==> config.mk <==
export PLATFORM = sky130hd
export DESIGN_NAME = proc_step_seq_flat
export DESIGN_NICKNAME = d
export VERILOG_FILES = /design/src/rtl/proc_step_seq_if.sv /design/src/rtl/proc_step_seq.sv /design/src/flat_wrapper.sv
export SDC_FILE = /design/constraint.sdc
export NUM_CORES = 1
export LEC_CHECK = 0
export CAP_MARGIN = 20
export CORE_MARGIN = 2
export CORE_UTILIZATION = 48
export DETAILED_ROUTE_END_ITERATION = 8
export PLACE_DENSITY = 0.77
export REMOVE_ABC_BUFFERS = 1
export SYNTH_ARGS = -nofsm -noshare
export SYNTH_HDL_FRONTEND = slang
export SYNTH_SLANG_ARGS = --single-unit
==> constraint.sdc <==
create_clock -name clk_i -period 1.7 [get_ports clk_i]
set_input_delay 0.17 -clock clk_i [delete_from_list [all_inputs] [get_ports clk_i]]
set_output_delay 0.17 -clock clk_i [all_outputs]
set_load 0.03 [all_outputs]
==> src/rtl/proc_step_seq_if.sv <==
// Control/status bundle for the stage sequencer.
// The master drives the instruction controls; the slave (sequencer) drives the stage enables and status.
interface proc_step_seq_if #(
  parameter int NUM_STAGES = 5,
  parameter int CNT_W      = 16
) ();
  localparam int IDX_W = $clog2(NUM_STAGES);

  logic                  start_i;
  logic [NUM_STAGES-1:0] skip_mask_i;
  logic                  stall_i;
  logic                  flush_i;
  logic [NUM_STAGES-1:0] step_o;
  logic [IDX_W-1:0]      stage_idx_o;
  logic                  busy_o;
  logic                  done_o;
  logic [CNT_W-1:0]      instr_count_o;

  modport master (
    output start_i, skip_mask_i, stall_i, flush_i,
    input  step_o, stage_idx_o, busy_o, done_o, instr_count_o
  );

  modport slave (
    input  start_i, skip_mask_i, stall_i, flush_i,
    output step_o, stage_idx_o, busy_o, done_o, instr_count_o
  );
endinterface

==> src/rtl/proc_step_seq.sv <==
// Parametrised one-hot stage sequencer for the multicycle processor.
// Walks fetch..writeback, skipping stages masked per instruction, with stall,
// flush, optional back-to-back restart, a retire pulse and a retired counter.
module proc_step_seq #(
  parameter int NUM_STAGES   = 5,
  parameter int CNT_W        = 16,
  parameter int AUTO_RESTART = 0
) (
  input  logic              clk_i,
  input  logic              rst_i,
  proc_step_seq_if.slave    bus
);
  localparam int IDX_W = $clog2(NUM_STAGES);

  typedef enum logic {IDLE, RUN} state_t;

  state_t                state_q, state_d;
  logic [NUM_STAGES-1:0] step_q, step_d;
  logic [IDX_W-1:0]      idx_q, idx_d;
  logic [NUM_STAGES-1:0] mask_q, mask_d;
  logic                  done_q, done_d;
  logic                  busy_q, busy_d;
  logic [CNT_W-1:0]      count_q, count_d;

  // Stages above the current one that this instruction still has to visit.
  logic [NUM_STAGES-1:0] avail;
  logic                  nxt_found;
  logic [IDX_W-1:0]      nxt_idx;
  // Fetch is never skippable, so bit 0 of the incoming mask is dropped.
  logic [NUM_STAGES-1:0] new_mask;

  assign new_mask = bus.skip_mask_i & ~NUM_STAGES'(1);
  assign avail[0] = 1'b0;

  genvar gi;
  generate
    for (gi = 1; gi < NUM_STAGES; gi++) begin : g_avail
      assign avail[gi] = ~mask_q[gi] && (IDX_W'(gi) > idx_q);
    end
  endgenerate

  // Pick the lowest-index remaining stage; none left means this is the retire cycle.
  always_comb begin
    nxt_found = 1'b0;
    nxt_idx   = '0;
    for (int i = NUM_STAGES - 1; i >= 1; i--) begin
      if (avail[i]) begin
        nxt_found = 1'b1;
        nxt_idx   = IDX_W'(i);
      end
    end
  end

  // Next-state and registered-output logic: flush > stall > advance/retire.
  always_comb begin
    state_d = state_q;
    step_d  = step_q;
    idx_d   = idx_q;
    mask_d  = mask_q;
    done_d  = 1'b0;
    count_d = count_q;
    case (state_q)
      IDLE: begin
        if (bus.start_i) begin
          state_d = RUN;
          mask_d  = new_mask;
          step_d  = NUM_STAGES'(1);
          idx_d   = '0;
        end
      end
      RUN: begin
        if (bus.flush_i) begin
          state_d = IDLE;
          step_d  = '0;
          idx_d   = '0;
        end else if (bus.stall_i) begin
          // hold everything
        end else if (nxt_found) begin
          step_d = NUM_STAGES'(1) << nxt_idx;
          idx_d  = nxt_idx;
        end else begin
          done_d  = 1'b1;
          count_d = count_q + CNT_W'(1);
          if (bus.start_i || (AUTO_RESTART != 0)) begin
            mask_d = new_mask;
            step_d = NUM_STAGES'(1);
            idx_d  = '0;
          end else begin
            state_d = IDLE;
            step_d  = '0;
            idx_d   = '0;
          end
        end
      end
      default: begin
        state_d = IDLE;
        step_d  = '0;
        idx_d   = '0;
      end
    endcase
    busy_d = |step_d;
  end

  // State and output registers with synchronous reset.
  always_ff @(posedge clk_i) begin
    if (rst_i) begin
      state_q <= IDLE;
      step_q  <= '0;
      idx_q   <= '0;
      mask_q  <= '0;
      done_q  <= 1'b0;
      busy_q  <= 1'b0;
      count_q <= '0;
    end else begin
      state_q <= state_d;
      step_q  <= step_d;
      idx_q   <= idx_d;
      mask_q  <= mask_d;
      done_q  <= done_d;
      busy_q  <= busy_d;
      count_q <= count_d;
    end
  end

  assign bus.step_o        = step_q;
  assign bus.stage_idx_o   = idx_q;
  assign bus.busy_o        = busy_q;
  assign bus.done_o        = done_q;
  assign bus.instr_count_o = count_q;
endmodule

==> src/flat_wrapper.sv <==
// flat-port wrapper written by rule: the top's interface ports become plain ports
module proc_step_seq_flat 
#(
  parameter int NUM_STAGES   = 5,
  parameter int CNT_W        = 16,
  parameter int AUTO_RESTART = 0
)
  (clk_i, rst_i, bus_start_i, bus_skip_mask_i, bus_stall_i, bus_flush_i, bus_step_o, bus_stage_idx_o, bus_busy_o, bus_done_o, bus_instr_count_o);
  proc_step_seq_if #(.NUM_STAGES(NUM_STAGES), .CNT_W(CNT_W)) bus_i ();
  input  logic clk_i;
  input  logic rst_i;
  input wire logic [$bits(bus_i.start_i)-1:0] bus_start_i;
  input wire logic [$bits(bus_i.skip_mask_i)-1:0] bus_skip_mask_i;
  input wire logic [$bits(bus_i.stall_i)-1:0] bus_stall_i;
  input wire logic [$bits(bus_i.flush_i)-1:0] bus_flush_i;
  output wire logic [$bits(bus_i.step_o)-1:0] bus_step_o;
  output wire logic [$bits(bus_i.stage_idx_o)-1:0] bus_stage_idx_o;
  output wire logic [$bits(bus_i.busy_o)-1:0] bus_busy_o;
  output wire logic [$bits(bus_i.done_o)-1:0] bus_done_o;
  output wire logic [$bits(bus_i.instr_count_o)-1:0] bus_instr_count_o;
  assign bus_i.start_i = bus_start_i;
  assign bus_i.skip_mask_i = bus_skip_mask_i;
  assign bus_i.stall_i = bus_stall_i;
  assign bus_i.flush_i = bus_flush_i;
  assign bus_step_o = bus_i.step_o;
  assign bus_stage_idx_o = bus_i.stage_idx_o;
  assign bus_busy_o = bus_i.busy_o;
  assign bus_done_o = bus_i.done_o;
  assign bus_instr_count_o = bus_i.instr_count_o;
  proc_step_seq #(.NUM_STAGES(NUM_STAGES), .CNT_W(CNT_W), .AUTO_RESTART(AUTO_RESTART)) u_core (.clk_i(clk_i), .rst_i(rst_i), .bus(bus_i));
endmodule
# Word level (Yosys, flattened, before mapping)
# Index checks and enable logic that the tools add are counted.
# totals
regBits	32
latch_bits	0
mem_bits_rw	0
romBits	0
output_inout_bits	26
memories	0
# op_classes
addsub	1
mul	0
div_mod_pow	0
order_cmp	4
n_eq_ne	5
shift	1
mux	30
bitwise_logic	8
reduce_logical	9
# op_table
operator	count
5-bit 2-to-1 mux	8
3-bit 2-to-1 mux	8
5-bit one-hot mux with 2 select lines	2
16-bit by 1-bit adder with 16-bit output, second input constant	1
1-bit 2-to-1 mux	10
2-bit inequality test, second input constant	4
1-bit NOT	8
2-bit by 3-bit > comparator with 1-bit output, first input constant	2
3-bit one-hot mux with 2 select lines	1
5-bit OR reduction	1
1-bit by 3-bit left shift with 5-bit output, first input constant	1
1-bit logical AND	4
4-bit AND reduction	1
4-bit OR reduction	1
1-bit by 3-bit > comparator with 1-bit output, first input constant	1
3-bit > comparator, first input constant	1
3-bit inequality test, second input constant	1
3-bit AND reduction	1
1-bit one-hot mux with 2 select lines	1
2-bit AND reduction	1

# Logic depth before layout (Yosys ltp)
# depth
depth_word	12
depth_mapped	7

# Worst setup path before layout
# No wires, ideal clock.
# synth_timing
path_type	reg2reg
startpoint	register u_core.idx_q[1] (netlist: u_core.bus.stage_idx_o[1])
endpoint	register u_core.count_q[14] (netlist: u_core.bus.instr_count_o[14])
t_arrival_ns	1.656
required_ns	1.572
slack_ns	-0.084
path_stages_with_launch	7
n_path_buf	1
period_less_slack_ns	1.784
cell_sequence	dfxtp_1 -> nor2_1 -> a211oi_4 -> buf_6 -> nand4_1 -> xor2_1 -> nor2_1
# synth_between
elab_chain_len	8
# synth_rtl
element	line	rtl
from (decl)	proc_step_seq.sv:19	logic [IDX_W-1:0] idx_q, idx_d;
from (signal assigned)	proc_step_seq.sv:117	idx_q <= idx_d;
3-bit > comparator	proc_step_seq.sv:38	assign avail[gi] = ~mask_q[gi] && (IDX_W'(gi) > idx_q);
1-bit logical AND	proc_step_seq.sv:38	
1-bit 2-to-1 mux (3 in series)	proc_step_seq.sv:47	if (avail[i]) begin
1-bit 2-to-1 mux (*)	proc_step_seq.sv:47	
1-bit NOT (no line) (*)	-	
4-bit AND reduction (no line) (*)	-	
to (signal assigned)	proc_step_seq.sv:121	count_q <= count_d;
to (decl)	proc_step_seq.sv:23	logic [CNT_W-1:0] count_q, count_d;
# Every way passes the cells marked *; elsewhere a longest branch is shown, timed or not.
# A chain may end at the register's enable or synchronous reset.

# Final worst setup path
# layout_timing
startpoint	register u_core.idx_q[0] (netlist: u_core.bus.stage_idx_o[0])
endpoint	output bus_stage_idx_o[0]
# layout_rtl
element	line	rtl
to (decl)	flat_wrapper.sv:17	output wire logic [$bits(bus_i.stage_idx_o)-1:0] bus_stage_idx_o;
# No word-level cell between the ends.

==> flow_summary.yaml <==
sta:
  rsz_0062_raised_after_global_routing: "no"
  hold_violations: 0
  fin_crit_ns: 1.62
  worst_slew_margin_rel_pct: 76.9
  max_slew.worst_pin.slew_ns: 0.346
  max_freq_ghz: 0.619
  post-route-period-util_pct: 95.1
  finalSetupViolCount: 0
  final-max-slew-violation-count: 0
  timing.clock.skew_ns: 0.0104
  hold-worst-slack_ns: 0.443
synth:
  synth_area_sq_um: 1420
  synth_seq_area_share_pct: 43.7
  yosys_register_bits: 31
  synth-edff-count: 0
  syn_area_per_cell_sq_um: 9.05
  synthCells: 157
  share_of_async_settable_or_async_resettable_flops_after_synthesis_pct: 0
  synthesis.yosys.warnings: 0
  postSynth.topFlopCell: "dfxtp_1"
  yosysUniqueCellTypes: 38
floorplan:
  fp.dieArea_sq_um: 3410
  fp.dieW_um: 58.4
  core.rowCount: 19
  placeableCoreArea_sq_um: 2780
  initial_utilization_pct: 51.1
  die_h_um: 58.4
  i_o_pin_total: 36
global_routing:
  gr-usage-met3_pct: 7.47
  antenna_found_initial: 0
  grt_first_pass_wirelength_mm: 5.53
  gr-max-usage-layer: "met2"
  grt_remaining_overflow: 0
  use_met1_pct: 26.8
  grt_util_met2_pct: 34.0
  grt_max_degree: 16
  first_global_vias: 1265
  grt_util_all_layers_pct: 21.4
layout:
  final_layout_size_suffix_gt1_share_pct: 17.8
  syn_to_final_growth_pct: 42.5
  num_antenna_cells: 0
  final_layout_net_count: 224
  nFillCells: 221
  finish.utilization_pct: 72.7
clock_tree:
  cts_buffers: 5
  cts.path.max_buffers: 2
  cts.htree.levels: 2
  ctsHoldBuffers: 0
  worst_skew_pair.late_latency_ns: 0.33
  worst_setup_hold_path_clk_slew_ns: 0.09
  tritoncts_clock_tree: "built"
  clockRootBuffer: "clkbuf_4"
  cts_num_sinks: 31
routing:
  dr_total_vias: 1326
  drc: 0
  post_dr_vias_cell: 5.41
  drt_iter0_drc: 57
  wl_mm: 3.37
  detailedRoute.firstPassIterationCount: 4
  routed_wire_length_per_instance_um: 13.8
  antenna_violating_nets_post_route: 0
hold_path:
  hold_path_class: "in -> reg"
  worst_hold_path.num_cells: 3
setup_path:
  max_stage_delay_ns: 0.69
  register_to_register_setup_slack_ns: 0.12
  timing_worst_setup_path_type: "reg -> out"
  worst_setup_path_start_kind: "flip-flop"
  arrival_ns: 1.45
  total_stage_count_of_the_critical_path: 1
  combined_buffer_and_inverter_count_along_the_critical_path: 1
  worst-r2r-cell-count: 7
  crit_family: "buffers and inverters"
  worst_ep_required_time_ns: 1.53
  path_max_fanout: 7
  timing.critical_path.slowest_stage_cell: "clkdlybuf4s50_1"
  critical_path.endpoint_type: "output port"
  path_cells: "clkdlybuf4s50_1"
power:
  cellLeakagePower_uw: 0.000827
  power_density_nw_per_um2: 694
  irDropWorstVdd_mv: 0.768
placed_design:
  gp_congestion: 0.827
  place_hpwl_mm: 2.42
  buffer_ports.inserted: 34
status:
  run_status: "completed"
flow_run:
  max_cap_violation_count: 0
layer usage:
| metal | part of all wire (%) | vias to the layer above | routed length, um |
|---|---|---|---|
| met2 | 48 | 39 | 1620 |
| met5 | 0 | - | 0 |
| met1 | 46 | 619 | 1540 |
| li1 | - | 664 | - |
| met4 | 0.92 | 0 | 31 |
| met3 | 5.2 | 4 | 176 |
cells by family after synthesis:
logic type	share of synthesized area (%)
DFF	43.7
and+or+nand+nor	30.0
adders and majority gates	0.881
AOI/OAI and AO/OA	10.7
xor gates and xnor gates	9.25
buffers and inverters	2.73
muxes	2.82
cells in the mapped netlist, drive strengths merged, types with 2 or more instances:
| cell type | n | area share (%) |
|---|---|---|
| and2 | 3 | 1.3 |
| clkbuf | 3 | 0.79 |
| nand2 | 10 | 2.6 |
| a211oi | 3 | 2.8 |
| nand3 | 5 | 1.8 |
| nand2b | 3 | 1.3 |
| nor2b | 5 | 2.2 |
| nor2 | 31 | 8.2 |
| and4 | 3 | 1.9 |
| dfxtp | 31 | 44 |
| nand4 | 9 | 4.4 |
| xor2 | 15 | 9.3 |
| nor4 | 2 | 0.88 |
| mux2i | 4 | 2.8 |
| nor3 | 2 | 0.70 |
| buf | 3 | 1.7 |
| o21ai | 2 | 0.70 |
| a21oi | 8 | 2.8 |
| and3 | 2 | 0.88 |
where the power goes:
group	switching, uW	leakage [uW]	internal, uW
clock	241	0.0000386	243
sequential	14.8	0.000252	740
combinational	78.7	0.000536	85.2
final timing paths:
path	startpoint	to
hold / removal	bus_skip_mask_i[4]	u_core.mask_q[4]$_SDFFE_PP0P_
setup / recovery	u_core.bus.stage_idx_o[0]$_SDFFE_PP0P_	bus_stage_idx_o[0]
setup reg to reg	u_core.bus.stage_idx_o[2]$_SDFFE_PP0P_	u_core.mask_q[1]$_SDFFE_PP0P_
hold reg to reg	u_core.bus.instr_count_o[1]$_SDFFE_PP0P_	u_core.bus.instr_count_o[1]$_SDFFE_PP0P_
area by class of cell:
class	count	area (sq um)	area share [%]
multi-input cells	119	776	38.3
clock buffers	8	68.8	3.40
inverters	1	3.75	0.186
repair buffers	55	512	25.3
well taps	31	38.8	1.92
flip-flops and latches	31	624	30.9
stage by stage:
stage          power (uW)  setup TNS [ns]  area, sq um  instances  worst slack [ns]
3_3_place_gp          928          -0.332         1910        234           -0.0585
4_1_cts              1410               0         1980        242           0.00176
3_5_place_dp          932          -0.655         1910        234            -0.115
2_1_floorplan         835           -2.83         1390        151            -0.222
5_1_grt              1470               0         2020        245            0.0223
6_report             1400               0         2020        245            0.0841
timing repair:
item	4_1_cts	5_1_grt
cloned	0	1
gates resized for setup	3	7
setup endpoints to repair	7	16
setup buffers	0	2
pin swaps	0	1
layout by cell type, fill, tap and decap left out, types with 2 or more instances in the layout:
master / count
clkbuf_8: 2
and2_1: 3
nand2_1: 10
nand4_1: 8
dlygate4sd2_1: 2
clkbuf_4: 5
clkdlybuf4s50_1: 31
nand2b_1: 3
and3_1: 2
xor2_1: 15
and4_1: 2
buf_4: 18
nor3_1: 2
mux2i_1: 4
nand3_1: 5
a211oi_4: 2
dfxtp_1: 28
dfxtp_2: 3
nor2_1: 31
nor2b_1: 5
a21oi_1: 8
tightest hold or removal path, stage by stage:
cell	delay [ns]
clkdlybuf4s50_1	0.40
mux2i_1	0.12
nor2_1	0.05
sequential cells by signal, indices dropped and copies added (netlist names):
| register | count |
|---|---|
| u_core.bus.busy_o | 1 |
| u_core.bus.done_o | 1 |
| u_core.bus.instr_count_o | 16 |
| u_core.bus.stage_idx_o | 3 |
| u_core.bus.step_o | 5 |
| u_core.mask_q | 4 |
| u_core.state_q | 1 |
No activity file was read; power rests on OpenSTA's default activity.
